===== config.mk =====
export PLATFORM = sky130hd
export DESIGN_NAME = divider_inv_man_flat
export DESIGN_NICKNAME = d
export VERILOG_FILES = /design/src/rtl/divider_inv_man_if.sv /design/src/rtl/divider_inv_man.sv /design/src/flat_wrapper.sv
export SDC_FILE = /design/constraint.sdc
export NUM_CORES = 1
export LEC_CHECK = 0
export ABC_AREA = 1
export CAP_MARGIN = 20
export CORE_ASPECT_RATIO = 0.8
export CORE_MARGIN = 2
export CORE_UTILIZATION = 50
export DETAILED_ROUTE_END_ITERATION = 10
export PLACE_DENSITY = 0.79
export SKIP_CTS_REPAIR_TIMING = 1
export SYNTH_ARGS = -nofsm -noshare
export SYNTH_HDL_FRONTEND = slang
export SYNTH_SLANG_ARGS = --single-unit

===== constraint.sdc =====
create_clock -name clk -period 2.65 [get_ports clk]
set_input_delay 0.53 -clock clk [delete_from_list [all_inputs] [get_ports clk]]
set_output_delay 0.53 -clock clk [all_outputs]
set_load 0.1 [all_outputs]

===== src/rtl/divider_inv_man_if.sv =====
// Operand/result bundle for the divider inverse (multiply-add) pipeline.
// The master drives quotient/divisor/remainder; the slave returns the dividend.
interface divider_inv_man_if #(
    parameter int N = 8,
    parameter int M = 5
);
    logic             data_rdy;
    logic [N-1:0]     merchant;
    logic [M-1:0]     divisor;
    logic [M-1:0]     remainder;
    logic             res_rdy;
    logic [N+M-1:0]   dividend;
    logic             rem_err;

    modport master (
        output data_rdy, merchant, divisor, remainder,
        input  res_rdy, dividend, rem_err
    );

    modport slave (
        input  data_rdy, merchant, divisor, remainder,
        output res_rdy, dividend, rem_err
    );
endinterface


===== src/rtl/divider_inv_man.sv =====
// Shift-add pipeline rebuilding dividend = merchant * divisor + remainder.
// One stage per divisor bit; flags pairs that a correct divider cannot produce.
module divider_inv_man #(
    parameter int N = 8,
    parameter int M = 5
) (
    input  logic                  clk,
    input  logic                  rst,
    divider_inv_man_if.slave      bus
);
    localparam int W = N + M;

    logic [M-1:0] vld_q, vld_d;
    logic [M-1:0] err_q, err_d;
    logic [W-1:0] acc_q [M];
    logic [W-1:0] acc_d [M];
    logic [N-1:0] mer_q [M];
    logic [N-1:0] mer_d [M];
    logic [M-1:0] div_q [M];
    logic [M-1:0] div_d [M];

    always_comb begin
        vld_d = '0;
        err_d = err_q;
        for (int i = 0; i < M; i++) begin
            acc_d[i] = acc_q[i];
            mer_d[i] = mer_q[i];
            div_d[i] = div_q[i];
        end

        vld_d[0] = bus.data_rdy;
        if (bus.data_rdy) begin
            acc_d[0] = W'(bus.remainder)
                     + (bus.divisor[0] ? W'(bus.merchant) : '0);
            err_d[0] = (bus.divisor == '0)
                     | (bus.remainder >= bus.divisor);
            mer_d[0] = bus.merchant;
            div_d[0] = bus.divisor;
        end

        // Stage i adds merchant << i when divisor bit i is set.
        for (int i = 1; i < M; i++) begin
            vld_d[i] = vld_q[i-1];
            if (vld_q[i-1]) begin
                acc_d[i] = acc_q[i-1]
                         + (div_q[i-1][i] ? (W'(mer_q[i-1]) << i) : '0);
                err_d[i] = err_q[i-1];
                mer_d[i] = mer_q[i-1];
                div_d[i] = div_q[i-1];
            end
        end
    end

    always_ff @(posedge clk) begin
        if (rst) begin
            vld_q <= '0;
            err_q <= '0;
            for (int i = 0; i < M; i++) begin
                acc_q[i] <= '0;
                mer_q[i] <= '0;
                div_q[i] <= '0;
            end
        end else begin
            vld_q <= vld_d;
            err_q <= err_d;
            for (int i = 0; i < M; i++) begin
                acc_q[i] <= acc_d[i];
                mer_q[i] <= mer_d[i];
                div_q[i] <= div_d[i];
            end
        end
    end

    assign bus.res_rdy  = vld_q[M-1];
    assign bus.dividend = acc_q[M-1];
    assign bus.rem_err  = err_q[M-1];
endmodule

===== src/flat_wrapper.sv =====
// flat-port wrapper written by rule: the top's interface ports become plain ports
module divider_inv_man_flat 
#(
    parameter int N = 8,
    parameter int M = 5
)
  (clk, rst, bus_data_rdy, bus_merchant, bus_divisor, bus_remainder, bus_res_rdy, bus_dividend, bus_rem_err);
  divider_inv_man_if #(.N(N), .M(M)) bus_i ();
  input  logic clk;
  input  logic rst;
  input wire logic [$bits(bus_i.data_rdy)-1:0] bus_data_rdy;
  input wire logic [$bits(bus_i.merchant)-1:0] bus_merchant;
  input wire logic [$bits(bus_i.divisor)-1:0] bus_divisor;
  input wire logic [$bits(bus_i.remainder)-1:0] bus_remainder;
  output wire logic [$bits(bus_i.res_rdy)-1:0] bus_res_rdy;
  output wire logic [$bits(bus_i.dividend)-1:0] bus_dividend;
  output wire logic [$bits(bus_i.rem_err)-1:0] bus_rem_err;
  assign bus_i.data_rdy = bus_data_rdy;
  assign bus_i.merchant = bus_merchant;
  assign bus_i.divisor = bus_divisor;
  assign bus_i.remainder = bus_remainder;
  assign bus_res_rdy = bus_i.res_rdy;
  assign bus_dividend = bus_i.dividend;
  assign bus_rem_err = bus_i.rem_err;
  divider_inv_man #(.N(N), .M(M)) u_core (.clk(clk), .rst(rst), .bus(bus_i));
endmodule

### Word-level counts from Yosys, hierarchy flattened

Memories as Yosys holds them, arrays and structs flattened.
Cells that the tools add are included.

| word-level totals | value |
|---|---|
| register bits | 10 |
| RAM bits | 130 |
| input port bits | 21 |
| output and inout port bits | 15 |
| word-level logic and storage cells | 72 |
| memories kept | 3 |

Memory list:

| memory | words | width | read ports | clocked after Yosys merged registers in | write ports | RTL line | source |
|---|---|---|---|---|---|---|---|
| u_core.acc_q | 5 | 13 | 5 | 0 | 5 | divider_inv_man.sv:15 | `logic [W-1:0] acc_q [M];` |
| u_core.mer_q | 5 | 8 | 4 | 0 | 5 | divider_inv_man.sv:17 | `logic [N-1:0] mer_q [M];` |
| u_core.div_q | 5 | 5 | 4 | 0 | 5 | divider_inv_man.sv:19 | `logic [M-1:0] div_q [M];` |

| cells by class | value |
|---|---|
| add/subtract/negate cells | 5 |
| magnitude comparators | 1 |
| eq/ne operators | 1 |
| multiplexer cells | 38 |
| bitwise logic cells | 16 |
| reduce and logical (&&, ||, !) cells | 2 |

Operator list:

| operator | number |
|---|---|
| two-way mux 13 bit | 10 |
| two-way mux 8 bit | 11 |
| adder 13 bit | 4 |
| two-way mux 5 bit | 10 |
| OR 1 bit | 16 |
| adder 5 x 13 -> 13 bit | 1 |
| two-way mux 12 bit | 1 |
| two-way mux 11 bit | 1 |
| two-way mux 10 bit | 1 |
| two-way mux 9 bit | 1 |
| >= comparator 5 bit | 1 |
| logical NOT 5 bit | 1 |
| two-way mux 1 bit | 3 |
| AND reduction 2 bit | 1 |
| != test 1 bit, second input constant | 1 |

### Depth between registers and ports, before layout

Gate-level depths: netlist (run 1).
An unclocked memory read counts as a cell.

| logic depth | value |
|---|---|
| word-level depth | 5 |
| mapped depth | 15 |
| gate-level depth less buffers | 14 |

### Least setup slack after synthesis (run 1)

No wires, ideal clock.

| timing | value |
|---|---|
| path kind | input-to-reg |
| from | in bus_divisor[0] |
| to | mem u_core.acc_q[0][4] (netlist bit) |
| setup time | 0.109 ns |
| data arrival time | 1.901 ns |
| required time | 2.541 ns |
| setup slack | 0.640 ns |
| stages | 13 |
| buffers on the path | 1 |
| cell sequence | buf_2 -> nand2_1 -> inv_1 -> ha_1 -> inv_1 -> fa_1 -> inv_1 -> nand2_1 -> a21oi_1 -> xor2_1 -> nand2_1 -> nand2_1 -> inv_1 |

RTL lines:

| what | RTL line | source |
|---|---|---|
| start: declaration | flat_wrapper.sv:13 | `input wire logic [$bits(bus_i.divisor)-1:0] bus_divisor;` |
| end: declaration | divider_inv_man.sv:15 |  |

==> results of run 1 <==
state kept, by name, indices dropped and copies added (netlist names):
name / count
u_core.acc_q: 55
u_core.div_q: 10
u_core.err_q: 5
u_core.mer_q: 32
u_core.vld_q: 5
where the power goes:
part / switching (mW) / total, mW / internal, mW
logic: 0.308 / 0.490 / 0.182
registers: 0.0583 / 1.87 / 1.81
clock network: 0.657 / 1.38 / 0.722
final cells by class:
cell class              count  area [sq um]  share of cell area [%]
multi-input cells         492          2580                    38.8
flip-flops and latches    107          2560                    38.5
inverters                 171           642                    9.65
repair buffers             43           368                    5.53
clock buffers              10           250                    3.76
well taps                 148           185                    2.78
clock inverters             6          62.6                   0.940
final timing paths:
check	slack (ns)	from	to
max reg2reg	0.68	u_core.div_q[0][7]	u_core.acc_q[0][34]
min reg2reg	0.46	u_core.acc_q[0][26]	u_core.acc_q[0][26]
min	0.46	u_core.acc_q[0][26]	u_core.acc_q[0][26]
max	0.52	bus_divisor[0]	u_core.acc_q[0][4]
Yosys cell counts:
cell,number
or2_2,3
buf_4,14
edfxtp_1,42
xnor2_1,7
dfxtp_1,65
nand2_2,1
a21oi_1,38
clkbuf_4,1
ha_1,42
xor2_1,4
buf_2,10
clkinv_1,1
and2_4,1
or2_0,1
clkbuf_2,1
nand4_1,3
nand3_1,40
a211oi_1,3
or2_1,1
inv_1,170
a22o_1,2
o21ai_0,43
nand3b_1,7
o22ai_1,2
clkbuf_1,11
fa_1,5
nand2_1,166
nor2_1,123
critical path, stage by stage:
cell and delay [ns]:
clkdlybuf4s50_1 0.54, nand2_1 0.07, inv_1 0.05, ha_1 0.15, inv_1 0.06, fa_1 0.39, inv_1 0.07, nand2_1 0.06
a21oi_1 0.16, xor2_1 0.16, nand2_1 0.06, nand2_1 0.05, inv_1 0.03
logic make-up after synthesis:
| family | count (synthesis) | share of synthesized area, % |
|---|---|---|
| AND/OR/NAND/NOR | 346 | 23.4 |
| XOR/XNOR | 11 | 1.61 |
| flip-flops | 107 | 42.7 |
| buffers and inverters | 208 | 14.2 |
| adder cells (fa/ha/maj) | 47 | 10.4 |
| AO/OA/AOI/OAI | 88 | 7.64 |
metrics by stage:
| stage | power [mW] | util, % |
|---|---|---|
| detailed placement | 2.39 | 54.6 |
| global route | 3.90 | 57.3 |
| floorplan | 2.26 | - |
| CTS | 3.76 | 57.3 |
| global placement | 2.38 | 54.6 |
| finish | 3.74 | 57.3 |
layer usage:
metal | vias up | routed length [microns]
li1 | 2499 | -
met1 | 2171 | 5760
met2 | 107 | 5300
met3 | 9 | 619
met4 | 0 | 124
met5 | - | 0
==> metrics, run 1 <==
run status=finished clean; placed cells=961; fin crit share=80.5%; CTS tree=yes; RePlAce Congestion=0.866; grt met1 use=26.7%; die width=126 microns; Area Overhead vs Synth=11.0%; vias in the first global route=4418; most frequent cells in the layout=inv_1, nand2_1, nor2_1; f_max=0.469 GHz; FF-to-FF path depth=13; # port buffers=35; Post-Synthesis Cells=807; Fill cells=1005; GRT Residual Overflow=0; I/O pin count=36; DR iter-0 viols=276; Num CTS Buffers=9; drt pass-1 iters=5; Die Span Y=102 microns; minimum clock period=2.13 ns; Setup Skew=0.00464 ns; relative slew slack=44.1%; largest cells by area after synthesis=dfxtp_1, edfxtp_1, inv_1, nand2_1, ha_1; LEAKAGE=3.63 nW; GR peak layer=met2; worst hold slack=0.461 ns; final net count=892; via count=4786; share of the synthesized area in the top cell type=21.7%; Worst EP required=2.91 ns; vias per cell=4.90; CP startpoint kind=input pin; worst-skew pair later-pin latency=0.35 ns; Min-Delay Path Class=flip-flop to flip-flop; Post-Layout Inst Area=6650 sq um; buffer depth of the longest clock path=2; Hold Vio Cnt, Final=0; Crit Path Max Fanout=5; most common cell after layout, fill and taps aside=inv_1; met3 track demand over resource=4.03%; sequential cell area fraction in the yosys report=42.7%; pre-CTS setup slack=0.155 ns; initial antenna violation count=0; share of cells above drive strength 1=5.43%; syn nets=875; setup ws final=0.516 ns; detailed-route DRC error count=0; Starting Density=51.7%; ANT cells=0; Tot GR Track Use=19.6%; crit path DAT=2.39 ns; worst hold path depth=2; CTS root buf=clkbuf_16; Rows=35; core area=11600 sq um; CTS sink cnt=107; Pwr Density=562 nW/um^2; number of max-slew violations in the final report=0; Setup TNS=0 ns; Worst-path clk slew=0.08 ns; non-filler cells in the finished layout=977; largest net degree at the start of global routing=31; mapped cell area=6000 sq um; wire length per cell=12.1 microns; maximum vdd drop=0.000400 V; setup violators final=0; Syn Area/Cell=7.43 sq um; Max H-tree Level=3; Setup crit end kind=flip-flop; DP Wirelength=8740 microns; GR Util met2=32.1%; maxcap violations=0; Synth Register Bits=107; Worst-Margin Slew=0.836 ns; Area after DPL=6340 sq um; Antenna Violating Nets Remaining=0; critical path class=input pin to flip-flop; leading area contributor after synthesis=dfxtp_1; Total Routed Length=11800 microns; synth unique cells=28; first-pass GRT wire length=20200 microns; RSZ-0062 raised after global routing=no; Syn. warnings=0; die area=12900 sq um
(Power assumes the default switching activity.)
==> run 2, diff against run 1 <==
==> constraint.sdc (replaced) <==
create_clock -name clk -period 2.2 [get_ports clk]
set_input_delay 0.44 -clock clk [delete_from_list [all_inputs] [get_ports clk]]
set_output_delay 0.44 -clock clk [all_outputs]
set_load 0.1 [all_outputs]
==> run 2 against run 1 <==
Effect of this change: clock-buffer cell count did not move; worst setup slack got worse by 0.34 ns; global-route usage fell by 0.35 points; non-clock buffer count rose by 5; flip-flop and latch count did not move; critical endpoint is now u_core.acc_q[0][32].
==> metrics, run 2 (synthesis results as in run 1) <==
non-filler cells in the finished layout=982 (was 977); crit path DAT=2.28 ns (was 2.39 ns); drt pass-1 iters=4 (was 5); LEAKAGE=3.65 nW (was 3.63 nW); wire length per cell=12.0 microns (was 12.1 microns); largest registers=u_core.acc_q x55, u_core.mer_q x32, u_core.div_q x10 (unchanged); I/O pin count=36 (unchanged); CTS root buf=clkbuf_16 (unchanged); first-pass GRT wire length=20000 microns (was 20200 microns); most common cell after layout, fill and taps aside=inv_1 (unchanged); CTS sink cnt=107 (unchanged); core area=11600 sq um (unchanged); Antenna Violating Nets Remaining=0 (unchanged); vias per cell=4.87 (was 4.90); Min-Delay Path Class=input pin to flip-flop (was flip-flop to flip-flop); Setup crit end kind=flip-flop (unchanged); Rows=35 (unchanged); run status=finished clean (unchanged); vias in the first global route=4352 (was 4418); f_max=0.494 GHz; buffer depth of the longest clock path=2 (unchanged); placed cells=966 (was 961); Worst-path clk slew=0.07 ns (was 0.08 ns); GRT Residual Overflow=0 (unchanged); largest net degree at the start of global routing=58 (was 31); setup violators final=0 (unchanged); initial antenna violation count=0 (unchanged); RSZ-0062 raised after global routing=no (unchanged); DR iter-0 viols=360 (was 276); critical path class=flip-flop to flip-flop (was input pin to flip-flop); via count=4783 (was 4786); RePlAce Congestion=0.871 (was 0.866); Final Power=4.54 mW (was 3.74 mW); minimum clock period=2.03 ns; maxcap violations=0 (unchanged); # port buffers=35 (unchanged); number of max-slew violations in the final report=0 (unchanged); max FFs per register=55 (unchanged); Num CTS Buffers=9 (unchanged); Post-Layout Inst Area=6700 sq um (was 6650 sq um); maximum vdd drop=0.000593 V (was 0.000400 V); Worst EP required=2.45 ns (was 2.91 ns); Area Overhead vs Synth=11.7% (was 11.0%); Pwr Density=679 nW/um^2 (was 562 nW/um^2); worst-skew pair later-pin latency=0.35 ns (about the same); Worst-Margin Slew=0.729 ns (was 0.836 ns); fin crit share=92.0%; Die Span Y=102 microns (unchanged); ANT cells=0 (unchanged); Hold Vio Cnt, Final=0 (unchanged); Top reg by flops=u_core.acc_q (unchanged); DP Wirelength=8910 microns (was 8740 microns); Max H-tree Level=3 (unchanged); most frequent cells in the layout=inv_1, nand2_1, nor2_1 (unchanged); CP startpoint kind=flip-flop (was input pin); CTS tree=yes (unchanged); die area=12900 sq um (unchanged); share of cells above drive strength 1=6.00% (was 5.43%); Area after DPL=6380 sq um (was 6340 sq um); Tot GR Track Use=19.2% (was 19.6%); Setup Skew=0.00740 ns (was 0.00464 ns); Crit Path Max Fanout=8 (was 5); die width=126 microns (unchanged); Total Routed Length=11800 microns (about the same); relative slew slack=51.2% (was 44.1%); detailed-route DRC error count=0 (unchanged); Starting Density=51.7% (unchanged); final net count=897 (was 892)
==> run 2: cell types whose count changed in the layout (fill, tap and decap cells not counted) <==
cell / change
inv_6: +2
clkinv_4: -1
clkbuf_8: +1
buf_4: +5
bufinv_16: +1
clkbuf_16: -1
inv_8: -2
==> run 2: report_power, final <==
part           total, mW  switching (mW)  internal (mW)  leakage [nW]
clock               1.69           0.757          0.937         0.157
sequential          2.25          0.0684           2.18         0.972
combinational      0.600           0.375          0.225          2.52
total               4.54            1.20           3.34          3.65
==> run 2: routing by layer <==
layer | vias up | share of wire [%] | GRT usage [%] | wire length [microns]
li1 | 2507 | - | - | -
met2 | 113 | 44 | 31.3 | 5190
met1 | 2153 | 50 | 26.8 | 5910
met3 | 10 | 5.0 | 3.77 | 585
met5 | - | 0 | 0 | 0
met4 | 0 | 0.99 | 4.65 | 117
==> run 2: worst max-delay path: stages, from the launching register on <==
cell and delay (ns):
edfxtp_1 0.49, nand2_1 0.08, inv_1 0.06, ha_1 0.19, inv_1 0.07, fa_1 0.42, inv_1 0.08, nand2_1 0.04
nand2_1 0.08, and2_4 0.14, or2_0 0.10, nand3_1 0.06, nand2_1 0.08, inv_1 0.03
==> run 2: per-stage QoR <==
| stage | hold WS (ns) | util, % | TNS, ns | worst slack (ns) |
|---|---|---|---|---|
| after detailed placement | 0.453 | 55.0 | -0.213 | -0.132 |
| final | 0.453 | 57.7 | 0 | 0.175 |
| after global routing | 0.472 | 57.7 | 0 | 0.0136 |
| after global placement | 0.446 | 55.0 | -0.0968 | -0.0786 |
| after CTS | 0.445 | 57.7 | 0 | 0.167 |
| after floorplan | 0.429 | - | 0 | 0.280 |
==> run 2: final timing paths <==
kind,from,to,slack [ns],cells past startpoint
setup / recovery,u_core.div_q[0][7],u_core.acc_q[0][32],0.17,13
hold / removal,rst,u_core.vld_q[2],0.45,2
setup reg to reg,u_core.div_q[0][7],u_core.acc_q[0][32],0.17,13
hold reg to reg,u_core.acc_q[0][39],u_core.acc_q[0][52],0.46,2
==> run 2: layout make-up <==
cell class,count,area [sq um]
tap,148,185
clock inverter,6,78.8
clock buffer,10,239
inverter,171,642
timing repair buffer,48,405
multi-input combinational,492,2580
sequential,107,2560
fill,1037,4910
